--- src/rtl/cic_down_if.sv ---
// cic_down_if: sample-stream bundle; master drives clk_enable/filter_in, slave drives filter_out/ce_out
interface cic_down_if #(
  parameter int DW_IN = 16,
  parameter int DW_OUT = 12
);
  logic clk_enable;
  logic signed [DW_IN-1:0] filter_in;
  logic signed [DW_OUT-1:0] filter_out;
  logic ce_out;
  modport master (output clk_enable, filter_in, input filter_out, ce_out);
  modport slave (input clk_enable, filter_in, output filter_out, ce_out);
endinterface

--- src/rtl/cic_down.sv ---
// cic_down: N-stage CIC decimator by R with rounding/saturating output; ports clk, reset, bus (slave: clk_enable/filter_in in, filter_out/ce_out out)
module cic_down #(
  parameter int DW_IN = 16,
  parameter int DW_OUT = 12,
  parameter int N = 3,
  parameter int R = 64
) (
  input logic clk,
  input logic reset,
  cic_down_if.slave bus
);
  localparam int LR = $clog2(R);
  localparam int DW_ACC = DW_IN + N * LR;
  localparam int S = DW_ACC - DW_OUT;
  logic signed [DW_ACC-1:0] integ [N];
  logic signed [DW_ACC-1:0] c [N];
  logic signed [DW_ACC-1:0] d [N];
  logic signed [DW_ACC-1:0] stage_in [N];
  logic signed [DW_ACC-1:0] comb_in, rnd;
  logic [LR-1:0] dec_cnt;
  logic [N+1:0] vld;
  logic ovf, unused_bits;
  always_comb begin
    stage_in[0] = comb_in;
    for (int k = 1; k < N; k++) stage_in[k] = c[k-1];
    rnd = c[N-1] + (DW_ACC'(1) << (S - 1));
    ovf = !c[N-1][DW_ACC-1] && rnd[DW_ACC-1];
  end
  assign unused_bits = ^rnd[S-1:0];
  always_ff @(posedge clk) begin
    if (reset) begin
      for (int k = 0; k < N; k++) begin
        integ[k] <= '0;
        c[k] <= '0;
        d[k] <= '0;
      end
      comb_in <= '0;
      dec_cnt <= '0;
      vld <= '0;
      bus.filter_out <= '0;
      bus.ce_out <= 1'b0;
    end else begin
      if (bus.clk_enable) begin
        dec_cnt <= dec_cnt + 1'b1;
        integ[0] <= integ[0] + DW_ACC'(bus.filter_in);
        for (int k = 1; k < N; k++) integ[k] <= integ[k] + integ[k-1];
      end
      vld <= {vld[N:0], bus.clk_enable && dec_cnt == LR'(R - 1)};
      if (vld[0]) comb_in <= integ[N-1];
      for (int k = 0; k < N; k++) begin
        if (vld[k+1]) begin
          c[k] <= stage_in[k] - d[k];
          d[k] <= stage_in[k];
        end
      end
      bus.ce_out <= vld[N+1];
      if (vld[N+1]) bus.filter_out <= ovf ? {1'b0, {(DW_OUT-1){1'b1}}} : rnd[DW_ACC-1 -: DW_OUT];
    end
  end
endmodule

--- src/flat_wrapper.sv ---
// flat-port wrapper written by rule: the top's interface ports become plain ports
module cic_down_flat 
#(
  parameter int DW_IN = 16,
  parameter int DW_OUT = 12,
  parameter int N = 3,
  parameter int R = 64
)
  (clk, reset, bus_clk_enable, bus_filter_in, bus_filter_out, bus_ce_out);
  cic_down_if #(.DW_IN(DW_IN), .DW_OUT(DW_OUT)) bus_i ();
  input logic clk;
  input logic reset;
  input wire logic [$bits(bus_i.clk_enable)-1:0] bus_clk_enable;
  input wire logic [$bits(bus_i.filter_in)-1:0] bus_filter_in;
  output wire logic [$bits(bus_i.filter_out)-1:0] bus_filter_out;
  output wire logic [$bits(bus_i.ce_out)-1:0] bus_ce_out;
  assign bus_i.clk_enable = bus_clk_enable;
  assign bus_i.filter_in = bus_filter_in;
  assign bus_filter_out = bus_i.filter_out;
  assign bus_ce_out = bus_i.ce_out;
  cic_down #(.DW_IN(DW_IN), .DW_OUT(DW_OUT), .N(N), .R(R)) u_core (.clk(clk), .reset(reset), .bus(bus_i));
endmodule
--- config.mk ---
export PLATFORM = sky130hd
export DESIGN_NAME = cic_down_flat
export DESIGN_NICKNAME = d
export VERILOG_FILES = /design/src/rtl/cic_down_if.sv /design/src/rtl/cic_down.sv /design/src/flat_wrapper.sv
export SDC_FILE = /design/constraint.sdc
export NUM_CORES = 1
export LEC_CHECK = 0
export ABC_AREA = 1
export CAP_MARGIN = 30
export CORE_MARGIN = 3
export CORE_UTILIZATION = 46
export CTS_CLUSTER_SIZE = 20
export DETAILED_ROUTE_END_ITERATION = 8
export PLACE_DENSITY_LB_ADDON = 0.3
export SLEW_MARGIN = 20
export SYNTH_ARGS = -nofsm -noshare
export SYNTH_HDL_FRONTEND = slang
export SYNTH_SLANG_ARGS = --single-unit
--- constraint.sdc ---
create_clock -name clk -period 5.1 [get_ports clk]
set_input_delay 0.765 -clock clk [delete_from_list [all_inputs] [get_ports clk]]
set_output_delay 0.765 -clock clk [all_outputs]
set_load 0.02 [all_outputs]
==> flow_metrics.py <==
metrics = {
    "hold_path": {
        "min_delay_path_depth": 2,
        "hp-start": "u_core.dec_cnt[5]",
        "min_path_type": "reg2reg",
        "hold_path_end": "u_core.vld[0]",
    },
    "die": {
        "num_rows": 84,
        "dieArea_um2": 56400,
        "die_w_um": 237,
        "start_util_pct": 46.7,
        "io_pins": 32,
        "die_h_um": 237,
        "fp.coreArea_um2": 52800,
    },
    "power_and_ir_drop": {
        "p_per_area_nw_per_um2": 289,
        "p_leak_uw": 0.0118,
        "vdd_drop_max_mv": 0.207,
    },
    "synth": {
        "yosysWarningCount": 0,
        "avgSynthCellArea_um2": 7.39,
        "ys_async_sr_fraction_pct": 0,
        "netlist_area_um2": 24600,
        "synth_cell_type_count": 46,
        "ys_seq_elements": 343,
        "ys_seq_area_share_pct": 39.5,
        "synth.net_count": 3555,
        "ys.flop_type": "edfxtp_1",
        "synth-edff-count": 285,
        "synthCells": 3332,
    },
    "route": {
        "ant_nets": 0,
        "drtIter0Drc": 1349,
        "dr.pass1.iters": 6,
        "wl_per_cell_um": 16.6,
        "wl_um": 67800,
        "drt_drc_violations_left": 0,
        "vias_per_cell": 5.36,
        "dr_total_vias": 21900,
    },
    "finish": {
        "antennaDiodeCount": 0,
        "drive_above_1_share_pct": 4.71,
        "fillers": 5194,
        "areaGrowthSynthToFinish_pct": 10.2,
        "final_cells": 4088,
        "fin_nets": 3594,
        "multi_input_area_um2": 13100,
        "register_area_um2": 9720,
        "final_cell_area_um2": 27100,
    },
    "setup_path": {
        "cp-end-kind": "register",
        "r2r_setup_slack_ps": 2460,
        "crit_fanout": 19,
        "cp-start-kind": "input pin",
        "startpoint": "bus_filter_in[15]",
        "crit_arrival_ps": 3650,
        "path_delay_family": "simple AND/OR/NAND/NOR gates",
        "critical_path_class": "in2reg",
        "timing.rr.end": "u_core.integ[0][101]",
        "path_cells": "clkdlybuf4s50_1 -> ha_1 -> nand2_1 -> nor2_1 -> inv_1 -> nor2_1 -> nand4_1 -> nand3_1 -> o21ai_0 -> a21oi_1",
        "cp_slowest_cell": "clkdlybuf4s50_1",
        "worst-path-buf-inv": 2,
        "worst-r2r-cell-count": 9,
        "crit_top_cell": "nor2_1",
        "reg2reg_from": "u_core.integ[0][50]",
        "cp_slowest_stage_delay_ps": 860,
        "cp_data_required_time_ps": 5510,
    },
    "sta": {
        "finalSetupViolCount": 0,
        "slew_viol_final": 0,
        "hold_ws_ps": 467,
        "period_needed_ps": 3230,
        "finClkSkew_ps": 15.3,
        "setup_tns_ps": 0,
        "finalHoldViolations": 0,
        "fmax_ghz": 0.309,
        "worst_slew_pin_slew_ps": 880,
        "finalCritPeriodShare_pct": 63.4,
        "max_slew_margin_pct": 41.1,
        "rsz0062_at_grt": "no",
    },
    "clock_tree": {
        "htreeDepth": 2,
        "cts_resized": 0,
        "postCtsSetupRepairBufs": 0,
        "cts_made_buffers": 39,
        "clk_pin_slew_worst_paths_ps": 60,
        "insertion_delay_ps": 560,
        "cts_root_buf": "clkbuf_16",
        "hold_buffers": 0,
        "cts_max_path_buffers": 3,
        "clock_sinks": 343,
        "cts_tree": "built",
    },
    "placement": {
        "dp_hpwl_um": 52900,
        "place_congestion": 0.947,
        "dpl.cell_count": 4018,
        "port_buffers": 31,
        "postPlaceCellArea_um2": 25800,
    },
    "global_routing": {
        "antenna_found_initial": 0,
        "first_global_vias": 21900,
        "grt-ovfl-total": 0,
        "grtUsageTotal_pct": 24.0,
        "grt_max_degree": 91,
        "grt_pass1_wl_um": 108000,
    },
    "run": {
        "maxCapViolations": 0,
    },
    "outcome": {
        "status": "finished, final reports clean",
    },
}
==> layer usage <==
layer  part of all wire [%]  up-vias  GRT usage, %
met5                      0        -             0
met4                    6.4        0          14.0
met3                    3.3      217          2.82
met2                     51      473          45.1
met1                     39     9955          25.9
li1                       -    11300             -
==> power breakdown <==
group | switching (µW) | internal [µW]
Clock | 1180 | 1830
Combinational | 1060 | 481
Sequential | 116 | 3200
==> logic make-up after synthesis <==
kind of cell | Yosys count | synth area share (%)
AOI/OAI and AO/OA | 753 | 16.3
buffers and inverters | 474 | 7.34
and+or+nand+nor | 1541 | 25.7
DFF | 343 | 39.5
adders and majority gates | 204 | 10.5
xor gates and xnor gates | 17 | 0.604
==> placed cells by master (no fill, tap or decap), types with 6 or more instances in the layout <==
master | netlist | routed
nand2_1 | 703 | 699
nor2_1 | 571 | 571
inv_1 | 422 | 421
a21oi_1 | 406 | 406
edfxtp_1 | 285 | 285
o21ai_0 | 247 | 247
ha_1 | 199 | 199
nand3_1 | 121 | 121
dfxtp_1 | 58 | 58
nor3_1 | 46 | 46
clkbuf_16 | 0 | 43
clkdlybuf4s50_1 | 0 | 31
nand2_2 | 25 | 28
o21a_1 | 26 | 26
nand4_1 | 20 | 20
a21o_1 | 17 | 17
nor2_2 | 13 | 13
o21ai_2 | 13 | 13
xor2_1 | 11 | 11
a31oi_1 | 10 | 10
clkbuf_8 | 0 | 10
nor4_1 | 9 | 9
nand3b_1 | 9 | 9
o21ai_1 | 9 | 9
o21bai_1 | 7 | 7
o211ai_1 | 7 | 7
clkbuf_1 | 22 | 7
nand3_2 | 6 | 6
xnor2_1 | 6 | 6
a21oi_2 | 6 | 6
buf_4 | 1 | 6
==> stage by stage <==
step                util [%]  worst slack, ps  total power [µW]
floorplan                  -             1110              4440
CTS                     51.4             1970              7910
detailed placement      48.8             1380              4880
finish                  51.4             1870              7860
global placement        48.8             1330              4880
global route            51.4             1700              8250
==> sequential cells by signal (all words and copies together), names as in the netlist <==
register	cells
u_core.d	102
u_core.integ	102
u_core.c	81
u_core.comb_in	34
u_core.bus.filter_out	12
u_core.dec_cnt	6
u_core.vld	5
u_core.bus.ce_out	1
==> Yosys cell counts (4+ instances only) <==
library cell    n  area (µm²)
inv_2           5        18.8
edfxtp_1      285        8560
nand2_2        25         156
o21bai_1        7        52.6
o21a_1         26         195
nor2_2         13        81.3
nand3_2         6        60.1
clkbuf_1       22        82.6
xor2_1         11        96.3
o21ai_2        13         114
a31oi_1        10        62.6
fa_1            5         100
a21oi_2         6        52.6
nand2_1       703        2640
nand3_1       121         606
nand3b_1        9        67.6
inv_1         422        1580
nor2_1        571        2140
a21oi_1       406        2030
o21ai_0       247        1240
a21o_1         17         128
dfxtp_1        58        1160
ha_1          199        2490
buf_2          20         100
nor3_2          4        40.0
nand4_1        20         125
xnor2_1         6        52.6
o211ai_1        7        52.6
o21ai_1         9        45.0
nor3_1         46         230
nor4_1          9        56.3
==> worst register-to-register path: stages (launching register included) <==
cell,delay [ps]
edfxtp_1,440
ha_1,380
a21oi_1,200
o21ai_0,240
a21oi_1,380
nand3_1,300
nand2_1,240
nand3_1,100
nand2_1,70
nor2_1,50
==> area by class of cell <==
cell class | count | share of cell area, %
inverters | 430 | 5.95
clock buffers | 60 | 4.57
flip-flops and latches | 343 | 35.8
multi-input cells | 2515 | 48.3
repair buffers | 42 | 1.68
clock inverters | 10 | 0.493
well taps | 688 | 3.17
==> worst max-delay path by stage <==
stage,endpoint,cells after the start
6_report,u_core.integ[0][18],10
3_3_place_gp,u_core.integ[0][18],10
2_1_floorplan,u_core.integ[0][0],4
5_1_grt,u_core.integ[0][18],10
4_1_cts,u_core.integ[0][18],10
3_5_place_dp,u_core.integ[0][18],10
No activity file was read; power rests on OpenSTA's default activity.
